==> config.mk <==
export PLATFORM = sky130hd
export DESIGN_NAME = serial_subtractor
export DESIGN_NICKNAME = d
export VERILOG_FILES = /design/src/rtl/adder_pkg.sv /design/src/rtl/full_subtractor.sv /design/src/rtl/serial_subtractor.sv
export SDC_FILE = /design/constraint.sdc
export NUM_CORES = 1
export LEC_CHECK = 0
export CAP_MARGIN = 20
export CORE_MARGIN = 2
export CORE_UTILIZATION = 30
export DETAILED_ROUTE_END_ITERATION = 6
export MAX_ROUTING_LAYER = met4
export PLACE_DENSITY = 0.62
export SLEW_MARGIN = 30
export SYNTH_ARGS = -nofsm -noshare
export SYNTH_HDL_FRONTEND = slang
export SYNTH_HIERARCHICAL = 1
export SYNTH_SLANG_ARGS = --single-unit
==> constraint.sdc <==
create_clock -name clk -period 1.6 [get_ports clk]
set_input_delay 0.24 -clock clk [delete_from_list [all_inputs] [get_ports clk]]
set_output_delay 0.24 -clock clk [all_outputs]
set_load 0.02 [all_outputs]
==> src/rtl/adder_pkg.sv <==
// adder_pkg: shared state encoding for the serial arithmetic blocks
package adder_pkg;

    typedef enum logic [1:0] {
        ST_IDLE = 2'd0,
        ST_BUSY = 2'd1,
        ST_DONE = 2'd2
    } state_t;

endpackage

==> src/rtl/full_subtractor.sv <==
// full_subtractor: one-bit full subtractor cell, d = a - b - bin
module full_subtractor (
    input  logic a,
    input  logic b,
    input  logic bin,
    output logic d,
    output logic bout
);

    assign d    = a ^ b ^ bin;
    assign bout = (~a & b) | (~(a ^ b) & bin);

endmodule

==> src/rtl/serial_subtractor.sv <==
// serial_subtractor: bit-serial a - b, LSB first, one bit per clock with start/done handshake
module serial_subtractor
    import adder_pkg::*;
#(
    parameter int WIDTH = 8
) (
    input  logic             clk,
    input  logic             rst_n,
    input  logic             start,
    input  logic [WIDTH-1:0] a,
    input  logic [WIDTH-1:0] b,
    output logic             ready,
    output logic             busy,
    output logic             done,
    output logic [WIDTH-1:0] diff,
    output logic             bout,
    output logic             overflow
);

    localparam int CW = $clog2(WIDTH + 1);

    state_t           state, state_nx;
    logic [WIDTH-1:0] a_sr, b_sr, r_sr, r_nx, d_msb;
    logic [CW-1:0]    cnt;
    logic             br, br_nx, d, a_msb, b_msb, accept, last;

    full_subtractor u_fs (
        .a   (a_sr[0]),
        .b   (b_sr[0]),
        .bin (br),
        .d   (d),
        .bout(br_nx)
    );

    assign ready  = state == ST_IDLE;
    assign busy   = state == ST_BUSY;
    assign done   = state == ST_DONE;
    assign accept = ready && start;
    assign last   = busy && cnt == CW'(WIDTH - 1);

    // next state; DONE and the unused encoding both fall back to IDLE
    always_comb begin
        state_nx = ready ? (start ? ST_BUSY : ST_IDLE) :
                   busy  ? (last ? ST_DONE : ST_BUSY) : ST_IDLE;
    end

    // place the new difference bit at the MSB of the result shifter
    always_comb begin
        d_msb           = '0;
        d_msb[WIDTH-1]  = d;
        r_nx            = (r_sr >> 1) | d_msb;
    end

    // state register
    always_ff @(posedge clk or negedge rst_n) begin
        if (!rst_n) state <= ST_IDLE;
        else        state <= state_nx;
    end

    // serial datapath: load on accept, shift one bit per busy cycle
    always_ff @(posedge clk or negedge rst_n) begin
        if (!rst_n) begin
            a_sr  <= '0;
            b_sr  <= '0;
            r_sr  <= '0;
            br    <= 1'b0;
            cnt   <= '0;
            a_msb <= 1'b0;
            b_msb <= 1'b0;
        end else if (accept) begin
            a_sr  <= a;
            b_sr  <= b;
            r_sr  <= '0;
            br    <= 1'b0;
            cnt   <= '0;
            a_msb <= a[WIDTH-1];
            b_msb <= b[WIDTH-1];
        end else if (busy) begin
            a_sr  <= a_sr >> 1;
            b_sr  <= b_sr >> 1;
            r_sr  <= r_nx;
            br    <= br_nx;
            cnt   <= cnt + CW'(1);
        end
    end

    // visible results change only on the last processing edge
    always_ff @(posedge clk or negedge rst_n) begin
        if (!rst_n) begin
            diff     <= '0;
            bout     <= 1'b0;
            overflow <= 1'b0;
        end else if (last) begin
            diff     <= r_nx;
            bout     <= br_nx;
            overflow <= (a_msb != b_msb) && (r_nx[WIDTH-1] != a_msb);
        end
    end

endmodule
==> results.md <==
* GR Overflow Total at 0
* Sequential area share after synthesis at 57.22%
* Final Wtd Congestion at 0.7762
* Die height at just over 80 um
* Largest net degree at the start of global routing at 38
* Gate power share at 41.3%
* Area leader, netlist: dfrtp_1
* First-iteration detailed-routing DRC count at 68
* Port Buffer Count at 31
* Max cap viols at 0
* I/O pin count at 32
* Vias in the first global route at 1367
* Initial DRT Pass Iterations at 4
* Startpoint Class: flip-flop
* Gate count of the mapped netlist at 180
* Final Power at 4.897 mW
* Post-route ant nets at 0
* Crit path cell chain: buf_4, and2b_1, dlygate4sd2_1
* Final WL at 3648 um
* Remaining DRCs at 0
* Clock slew at reported path FFs at 90 ps
* Vias at 1383
* Setup CP Type: flip-flop to output port
* Data required time at the worst endpoint at approximately 1400 ps
* Max Fclk at between 600 and 700 MHz
* #FFs+latches synth at 42
* Setup TNS at 0 ps
* NumNets Final at roughly 240
* Most common cell after layout, fill and taps aside: nand2_1
* Slew Limit Fails at 0
* Syn_nets at 201
* Max stage delay on crit path at 380 ps
* Initial Util at 31.02%
* PD cells at 1997 nW/um^2
* Layout Skew at 9.977 ps
* Synth cell types at 28
* Ant. Diodes at 0
* H-tree depth at 2
* Int Power at 3.203 mW
* Initial antenna violation count at 0
* Switching Fraction at between 30% and 40%
* Crit end category: output port
* Hold Crit Class: input port to async pin
* Worst reg2reg setup slack at roughly 81 ps
* Std-Cell Rows at 28
* RSZ-0062 raised after global routing: false
* Die X at 82.25 um
* Part of the power in the clock network at 21.2%
* Clock Latency Late Sink at 300 ps
* CTS Buf Count at 5
* Drt wl/cell at roughly 12 um
* Die ar. at 6764 sq um
* Crit Path Max Fanout at 5
* Psw at 1.695 mW
* Share of cells above drive strength 1 at 16.14%
* Buffers & Inverters on Critical Path at 2
* Mean Syn Cell Area at 10.20 sq um
* First-pass GRT wire length at 6189 um
* Min Tclk post-route at 1519 ps
* Slew headroom at between 60% and 70%
* Synth top area share at 57.22%
* Final Hold Vio Count at 0
* Final worst-path cycle share at between 90% and 100%
* Commonest cells after routing, fill and taps aside: nand2_1 (60), dfrtp_1 (42), clkdlybuf4s50_1 (27)
* Crit path max-delay cell type: dfrtp_1
* Vias per cell at 4.641
* CTS tree: done
* Synth warn at 6
* Reg power frac at 37.6%
* Arrival time worst endpoint at 1280 ps
* Total track usage at 12.51%
* Slew @ Worst Pin at 468.5 ps
* Setup-failing EPs final at 0
* Detailed placement HPWL at 2516 um
* Outcome: finished clean
* Max clock buf depth at 2
* Core box area at 5921 sq um
* CTS root buf: clkbuf_8
* Synthesized area at 1837 sq um
* CP delay by family, top: buffers and inverters
* CTS sink count at 42
* LEAKAGE at approximately 1.2 nW
* P&R area growth vs syn at 33.51%
* VDD IR max at roughly 0.63 mV
* Synth top area cells: dfrtp_1 (57%), nand2_1 (12%), mux2_4 (7.4%), a31oi_1 (4.1%), nor2_1 (2.7%)
-- worst paths after layout --
kind | end | from | cells past startpoint
max | done | state[1] | 3
min | overflow | rst_n | 2
max reg2reg | overflow | a_sr[0] | 4
min reg2reg | b_sr[7] | b_sr[7] | 2
max in group asynchronous | diff[0] | rst_n | 3
min in group clk | b_sr[7] | b_sr[7] | 2
-- worst reg2reg max path, cell delays in order (launching register included) --
cell	delay, ps
dfrtp_1	410
fa_1	590
nand2b_1	110
o21ai_0	60
mux2_4	250
-- power groups by stage --
stage,logic (mW),registers (mW),clock network [mW]
after floorplan,1.24,1.93,0
after global placement,2.03,1.85,0
after detailed placement,2.08,1.86,0
after CTS,2.06,1.85,1.06
after global routing,2.28,1.91,1.11
final,2.02,1.84,1.04
-- sequential cells by signal, summed over array words and instances (netlist names) --
name,flops
a_msb,1
a_sr,8
b_msb,1
b_sr,8
bout,1
br,1
cnt,4
diff,8
overflow,1
r_sr,7
state,2
-- metal layers --
layer,global-route usage (%),share of wire [%],vias to the layer above
met5,-,0,-
met4,4.000,1.2,0
met3,4.348,5.2,6
met2,18.23,45,33
met1,16.33,49,660
li1,-,-,684
-- stage by stage --
stage / std cells / cell area, sq um / hold slack [ps] / setup WS (ps) / utilization, %
6_report: 298 / 2452 / 421.4 / 80.76 / 41.42
5_1_grt: 298 / 2452 / 459.6 / 11.42 / 41.42
4_1_cts: 298 / 2456 / 438.6 / 0.9432 / 41.48
3_5_place_dp: 289 / 2307 / 231.1 / 1.851 / 38.97
3_3_place_gp: 289 / 2307 / 226.8 / 41.86 / 38.97
2_1_floorplan: 180 / 1837 / -55.59 / 114.0 / -
-- final cells by class --
type | instances | area [sq um]
flip-flops and latches | 42 | 1051
well taps | 75 | 93.84
clock inverters | 2 | 60.06
clock buffers | 6 | 82.58
multi-input cells | 124 | 706.9
fillers | 594 | 3468
inverters | 4 | 15.01
repair buffers | 45 | 442.9
-- Yosys cell counts --
master and n:
nand2_1 60, dfrtp_1 42, nor2_1 13, a31oi_1 12, mux2_4 9, nand3_1 9
buf_2 6, o21ai_0 4, inv_1 3, a22oi_1 2, clkbuf_1 2, nand2b_1 2
a21oi_1 1, and2b_1 1, buf_6 1, buf_8 1, fa_1 1, ha_1 1
inv_2 1, mux2_2 1, mux2i_1 1, nand3b_1 1, nand4_1 1, nor3_4 1
nor3b_1 1, o21ba_2 1, o21bai_1 1, or3b_1 1
-- cell families (layout without fill, tap and decap cells) --
family | Yosys count | after routing | synth area share, %
flops | 42 | 42 | 57.22
buf+inv | 14 | 57 | 4.291
fa+ha+maj | 2 | 2 | 1.771
mux | 11 | 11 | 8.515
compound gates | 21 | 21 | 7.220
simple gates | 90 | 90 | 20.98
-- repair_timing --
item                                    4_1_cts  5_1_grt
endpoints found under the setup margin        3        1
gates resized for setup                       3        2
hold buffers                                  1        0
setup buffers                                 0        0
endpoints found under the hold margin        19        0
pin swaps                                     0        0
No activity file was read; power rests on OpenSTA's default activity.
